`src/rtl/mcu_bus_pkg.sv`:
```
// mcu_bus_pkg
// Shared definitions for the MCU bus arbiter: bus widths, the two mailbox
// register addresses and the arbiter FSM state encoding.
package mcu_bus_pkg;

  localparam int MC_DATA_WIDTH = 16;
  localparam int MC_ADD_WIDTH  = 6;

  // Mailbox registers: an engine write raises the matching irq, an MCU read
  // of the same register drops it.
  localparam logic [MC_ADD_WIDTH-1:0] MBX0_ADD = 6'h3E;
  localparam logic [MC_ADD_WIDTH-1:0] MBX1_ADD = 6'h3F;

  typedef enum logic [2:0] {
    ST_IDLE,
    ST_MC_RD,
    ST_MC_RD_CAP,
    ST_MC_WR,
    ST_MC_HOLD,
    ST_ENG,
    ST_ENG_ACK
  } arb_state_t;

endpackage

```
`src/rtl/mcu_bus_arbiter_sync.sv`:
```
// mcu_strobe_sync
// Multi-flop synchronizer for the three active-low MCU strobes. Every stage
// resets to 1 so the strobes read as inactive while and after reset.
// Ports:
//   clock     system clock
//   reset     asynchronous active-low reset
//   strobe_in {mc_ce, mc_oe, mc_we} straight from the pins
//   strobe_s  synchronized {ce_s, oe_s, we_s}
module mcu_strobe_sync #(
  parameter int SYNC_STAGES = 2
) (
  input  logic       clock,
  input  logic       reset,
  input  logic [2:0] strobe_in,
  output logic [2:0] strobe_s
);

  logic [SYNC_STAGES-1:0][2:0] sync_q;
  logic [SYNC_STAGES-1:0][2:0] sync_d;

  always_comb begin
    sync_d    = sync_q;
    sync_d[0] = strobe_in;
    for (int i = 1; i < SYNC_STAGES; i++) begin
      sync_d[i] = sync_q[i-1];
    end
  end

  always_ff @(posedge clock or negedge reset) begin
    if (!reset) begin
      sync_q <= '1;
    end else begin
      sync_q <= sync_d;
    end
  end

  assign strobe_s = sync_q[SYNC_STAGES-1];

endmodule

```
`src/rtl/mcu_bus_arbiter.sv`:
```
// mcu_bus_arbiter
// Sequences the asynchronous MCU parallel bus into the single-port register
// file and shares that register file with the protocol engine (MCU first).
// Also owns the two mailbox interrupts back to the MCU.
// Ports:
//   clock, reset            system clock, async active-low reset
//   mc_ce/mc_oe/mc_we       active-low MCU strobes (asynchronous)
//   mc_add, mc_data_in      MCU address and write data
//   mc_data_out, mc_data_oe registered read data, pin output enable
//   eng_req/eng_we/eng_add/eng_wdata  engine request side
//   eng_ack, eng_rdata      engine completion pulse and read data
//   rf_en/rf_we/rf_add/rf_wdata/rf_rdata  register file port (1-cycle read)
//   irq0, irq1              mailbox interrupts (level, active-high)
module mcu_bus_arbiter #(
  parameter int MC_DATA_WIDTH = mcu_bus_pkg::MC_DATA_WIDTH,
  parameter int MC_ADD_WIDTH  = mcu_bus_pkg::MC_ADD_WIDTH,
  parameter int SYNC_STAGES   = 2
) (
  input  logic                     clock,
  input  logic                     reset,
  input  logic                     mc_ce,
  input  logic                     mc_oe,
  input  logic                     mc_we,
  input  logic [MC_ADD_WIDTH-1:0]  mc_add,
  input  logic [MC_DATA_WIDTH-1:0] mc_data_in,
  output logic [MC_DATA_WIDTH-1:0] mc_data_out,
  output logic                     mc_data_oe,
  input  logic                     eng_req,
  input  logic                     eng_we,
  input  logic [MC_ADD_WIDTH-1:0]  eng_add,
  input  logic [MC_DATA_WIDTH-1:0] eng_wdata,
  output logic                     eng_ack,
  output logic [MC_DATA_WIDTH-1:0] eng_rdata,
  output logic                     rf_en,
  output logic                     rf_we,
  output logic [MC_ADD_WIDTH-1:0]  rf_add,
  output logic [MC_DATA_WIDTH-1:0] rf_wdata,
  input  logic [MC_DATA_WIDTH-1:0] rf_rdata,
  output logic                     irq0,
  output logic                     irq1
);
  import mcu_bus_pkg::*;

  localparam logic [MC_ADD_WIDTH-1:0] MBX0 = MC_ADD_WIDTH'(MBX0_ADD);
  localparam logic [MC_ADD_WIDTH-1:0] MBX1 = MC_ADD_WIDTH'(MBX1_ADD);

  logic [2:0] strobe_s;
  logic       ce_s;
  logic       oe_s;
  logic       we_s;

  arb_state_t                 state_q, state_d;
  logic [MC_DATA_WIDTH-1:0]   mc_data_out_q, mc_data_out_d;
  logic                       rf_en_q, rf_en_d;
  logic                       rf_we_q, rf_we_d;
  logic [MC_ADD_WIDTH-1:0]    rf_add_q, rf_add_d;
  logic [MC_DATA_WIDTH-1:0]   rf_wdata_q, rf_wdata_d;
  logic                       eng_ack_q, eng_ack_d;
  logic                       irq0_q, irq0_d;
  logic                       irq1_q, irq1_d;

  mcu_strobe_sync #(
    .SYNC_STAGES (SYNC_STAGES)
  ) u_strobe_sync (
    .clock     (clock),
    .reset     (reset),
    .strobe_in ({mc_ce, mc_oe, mc_we}),
    .strobe_s  (strobe_s)
  );

  assign {ce_s, oe_s, we_s} = strobe_s;

  // Straight from the pins so the data bus turns around without waiting for
  // the synchronizer; forced off while reset is held.
  assign mc_data_oe = reset && !mc_ce && !mc_oe && mc_we;

  always_comb begin
    state_d       = state_q;
    mc_data_out_d = mc_data_out_q;
    rf_en_d       = 1'b0;
    rf_we_d       = 1'b0;
    rf_add_d      = rf_add_q;
    rf_wdata_d    = rf_wdata_q;
    eng_ack_d     = 1'b0;
    irq0_d        = irq0_q;
    irq1_d        = irq1_q;

    unique case (state_q)
      ST_IDLE: begin
        // MCU strobes are checked first so they win a same-cycle tie.
        if (!ce_s && !we_s) begin
          state_d    = ST_MC_WR;
          rf_en_d    = 1'b1;
          rf_we_d    = 1'b1;
          rf_add_d   = mc_add;
          rf_wdata_d = mc_data_in;
        end else if (!ce_s && !oe_s) begin
          state_d  = ST_MC_RD;
          rf_en_d  = 1'b1;
          rf_add_d = mc_add;
        end else if (ce_s && eng_req) begin
          state_d    = ST_ENG;
          rf_en_d    = 1'b1;
          rf_we_d    = eng_we;
          rf_add_d   = eng_add;
          rf_wdata_d = eng_wdata;
        end
      end
      ST_MC_RD: begin
        state_d = ST_MC_RD_CAP;
      end
      ST_MC_RD_CAP: begin
        // rf_add_q still holds the read address; the mailbox irq is only
        // dropped once the read has actually delivered its data.
        mc_data_out_d = rf_rdata;
        if (rf_add_q == MBX0) irq0_d = 1'b0;
        if (rf_add_q == MBX1) irq1_d = 1'b0;
        state_d = ST_MC_HOLD;
      end
      ST_MC_WR: begin
        state_d = ST_MC_HOLD;
      end
      ST_MC_HOLD: begin
        // One register access per mc_ce low period: wait for it to rise.
        if (ce_s) state_d = ST_IDLE;
      end
      ST_ENG: begin
        // rf_we_q is the engine's write strobe that is on the bus this cycle.
        eng_ack_d = 1'b1;
        if (rf_we_q && (rf_add_q == MBX0)) irq0_d = 1'b1;
        if (rf_we_q && (rf_add_q == MBX1)) irq1_d = 1'b1;
        state_d = ST_ENG_ACK;
      end
      ST_ENG_ACK: begin
        state_d = ST_IDLE;
      end
      default: begin
        state_d = ST_IDLE;
      end
    endcase
  end

  always_ff @(posedge clock or negedge reset) begin
    if (!reset) begin
      state_q       <= ST_IDLE;
      mc_data_out_q <= '0;
      rf_en_q       <= 1'b0;
      rf_we_q       <= 1'b0;
      rf_add_q      <= '0;
      rf_wdata_q    <= '0;
      eng_ack_q     <= 1'b0;
      irq0_q        <= 1'b0;
      irq1_q        <= 1'b0;
    end else begin
      state_q       <= state_d;
      mc_data_out_q <= mc_data_out_d;
      rf_en_q       <= rf_en_d;
      rf_we_q       <= rf_we_d;
      rf_add_q      <= rf_add_d;
      rf_wdata_q    <= rf_wdata_d;
      eng_ack_q     <= eng_ack_d;
      irq0_q        <= irq0_d;
      irq1_q        <= irq1_d;
    end
  end

  assign mc_data_out = mc_data_out_q;
  assign rf_en       = rf_en_q;
  assign rf_we       = rf_we_q;
  assign rf_add      = rf_add_q;
  assign rf_wdata    = rf_wdata_q;
  assign eng_ack     = eng_ack_q;
  assign irq0        = irq0_q;
  assign irq1        = irq1_q;

  // The register file answers during the ack cycle, so read data is passed
  // through while eng_ack is high and held at zero otherwise.
  assign eng_rdata = eng_ack_q ? rf_rdata : '0;

endmodule
```
`config.mk`:
```
export PLATFORM = sky130hd
export DESIGN_NAME = mcu_bus_arbiter
export DESIGN_NICKNAME = d
export VERILOG_FILES = /design/src/rtl/mcu_bus_pkg.sv /design/src/rtl/mcu_bus_arbiter_sync.sv /design/src/rtl/mcu_bus_arbiter.sv
export SDC_FILE = /design/constraint.sdc
export NUM_CORES = 1
export LEC_CHECK = 0
export CAP_MARGIN = 20
export CELL_PAD_IN_SITES_DETAIL_PLACEMENT = 0
export CELL_PAD_IN_SITES_GLOBAL_PLACEMENT = 1
export CORE_ASPECT_RATIO = 1.5
export CORE_MARGIN = 10
export CORE_UTILIZATION = 32
export CTS_CLUSTER_SIZE = 8
export DETAILED_ROUTE_END_ITERATION = 10
export GPL_ROUTABILITY_DRIVEN = 0
export PLACE_DENSITY = 0.93
export SYNTH_ARGS = -nofsm -noshare
export SYNTH_HDL_FRONTEND = slang
export SYNTH_SLANG_ARGS = --single-unit
```
`constraint.sdc`:
```
create_clock -name clock -period 3.3 [get_ports clock]
set_input_delay 0.495 -clock clock [delete_from_list [all_inputs] [get_ports clock]]
set_output_delay 0.495 -clock clock [all_outputs]
set_load 0.02 [all_outputs]
```
==> impl_results.md <==
- Status: complete, no violations
- Synth-to-Final Area Change: 63.3%
- CP max-delay cell: clkdlybuf4s50_1
- Utilization after layout: 0.535
- Maximum clock frequency: 0.415 GHz
- Commonest non-fill, non-tap cells in the layout: clkdlybuf4s50_1, mux2_2, dfrtp_1
- Synthesized area: 0.00235 sq mm
- Vias per cell: 4.43
- Drt wl/cell: 16.3 microns
- Reg clk slew, reported paths: 0.09 ns
- Most common cell after layout, fill and taps aside: clkdlybuf4s50_1
- Initial Util: 0.328
- Syn Area/Cell: 14.8 sq um
- Top-Level Pins: 127
- Via count: 1,736
- Synthesis-stage register bit count: 52
- Die width: 90.0 microns
- Crit path max fanout: 2
- Slew at the pin with the worst max-slew slack: 0.810 ns
- GRT Util Overall: 0.111
- DRT Pass-1 Iters: 2
- Ratio of cells with drive above 1 in the final layout: 0.277
- Port-buffer cells: 126
- Number of global-route vias before repair: 1,992
- # setup viols final: 0
- Worst setup startpoint: mc_we
- PnR worst setup slack: 0.888 ns
- CP Capture Type: primary output
- Fin crit share: 0.731
- CP Launch Type: primary input
- CTS tree: built
- Sequential area share after synthesis: 0.556
- Initial antenna violation count: 0
- Post-CTS setup buffers: 0
- H-tree depth: 2
- R2R depth: 4
- Num rows: 38
- Post-CTS Resized: 0
- Setup slack, reg-to-reg: 1.36 ns
- Worst Clk Skew: 0.00639 ns
- CP bufs+invs: 2
- Tmin final: 2.41 ns
- Layout Nets: 358
- Power, Total: 3.17 mW
- Core Region: 0.00718 sq mm
- Ant diodes: 0
- RSZ-0062 raised after global routing: false
- First-pass GRT wire length: 10.4 mm
- DRT iter0 DRCs: 27
- Worst hold path class: in -> async
- Grt ovf: 0
- Largest net degree at the start of global routing: 53
- Synth cell types: 28
- Longest Clk Path Bufs: 2
- Worst EP required: 2.80 ns
- Syn_nets: 226
- DP HPWL: 5.21 mm
- Clock root buffer: clkbuf_8
- Antenna Nets Post-Route: 0
- Die Area: 0.0113 sq mm
- TritonCTS buffer count: 5
- Leak: 1.54 nW
- Worst reg2reg path startpoint: u_strobe_sync.strobe_s[2]
- Setup tns final: 0 ns
- Critical path, cell by cell: clkdlybuf4s50_1 > nor4bb_1 > clkdlybuf4s50_1
- Rel. slew slack: 0.460
- Power density over cell area: 826 mW/mm^2
- Clk sinks: 52
- Yosys Warn Count: 0
- Final hold violation count: 0
- Post-synth EDFFs: 0
- Worst skew pair latency: 0.30 ns
- Crit-path max cell delay: 0.66 ns
- Drt total wl: 6.39 mm
- Hold slack: 0.324 ns
- Worst path top cell family by delay: buffers and inverters
- Ys async rst share: 1.00
- Die height: 125 microns
- Gate Count Post-Synth: 159
- Crit Reg-Reg Endpoint: rf_wdata[5]
- Max Cap Viol: 0
- Pre-CTS setup slack: 0.892 ns
- CP Class: in -> out
- Remaining DRCs: 0
- Most common cell on crit path: clkdlybuf4s50_1
- Worst ir drop on vdd: 0.000434 V
- Final Max Tran Viols: 0
- Ys flop type: dfrtp_1
- Critical path arrival: 1.92 ns
- Hold-fix buffers, CTS: 0
## power breakdown
group	internal [mW]	total [mW]	switching (mW)
logic	0.921	1.65	0.727
registers	0.918	1.09	0.177
clock network	0.225	0.431	0.206
## sequential cells by signal, indices dropped and copies added, names as in the netlist
register / flops
eng_ack: 1
irq0: 1
irq1: 1
mc_data_out: 16
rf_add: 6
rf_en: 1
rf_wdata: 16
rf_we: 1
state_q: 3
u_strobe_sync.strobe_s: 3
u_strobe_sync.sync_d: 3
## stage by stage
stage               std cells  area (sq um)
floorplan                 159          2350
global placement          384          3730
detailed placement        384          3730
CTS                       392          3840
global route              392          3840
finish                    392          3840
## layer usage
layer  vias up  global-route usage  wire length, microns
li1        830                   -                     -
met1       824               0.119                  2540
met2        77               0.202                  3350
met3         5              0.0389                   451
met4         0              0.0282                    57
met5         -                   0                     0
## cell usage after synthesis, types with 2 or more instances
cell,number,share of area
a21oi_1,2,0.0043
nor2_1,3,0.0048
dfstp_2,6,0.067
nand4_1,3,0.0080
dfrtp_1,46,0.49
and2b_1,2,0.0064
o2bb2ai_1,2,0.0074
mux2_4,9,0.057
buf_2,3,0.0064
mux2_2,49,0.23
and2_1,16,0.043
mux2i_1,2,0.0085
## final cells by class
class | instances | area, sq um
Fill cell | 651 | 3340
Tap cell | 100 | 125
Clock buffer | 5 | 68.8
Inverter | 1 | 3.75
Clock inverter | 3 | 42.5
Sequential cell | 52 | 1310
Timing Repair Buffer | 130 | 1290
Multi-Input combinational cell | 101 | 1010
## cell families after synthesis
family | synth area share
mux | 0.301
compound gates | 0.0293
flops | 0.556
simple gates | 0.0958
buf+inv | 0.0181
## worst max path at each step
stage | cells after the start | endpoint | slack [ns]
2_1_floorplan | 4 | rf_wdata[10] | 1.53
4_1_cts | 3 | mc_data_oe | 0.87
3_5_place_dp | 3 | mc_data_oe | 0.89
6_report | 3 | mc_data_oe | 0.89
3_3_place_gp | 3 | mc_data_oe | 0.92
5_1_grt | 3 | mc_data_oe | 0.79
No activity file was read; power rests on OpenSTA's default activity.
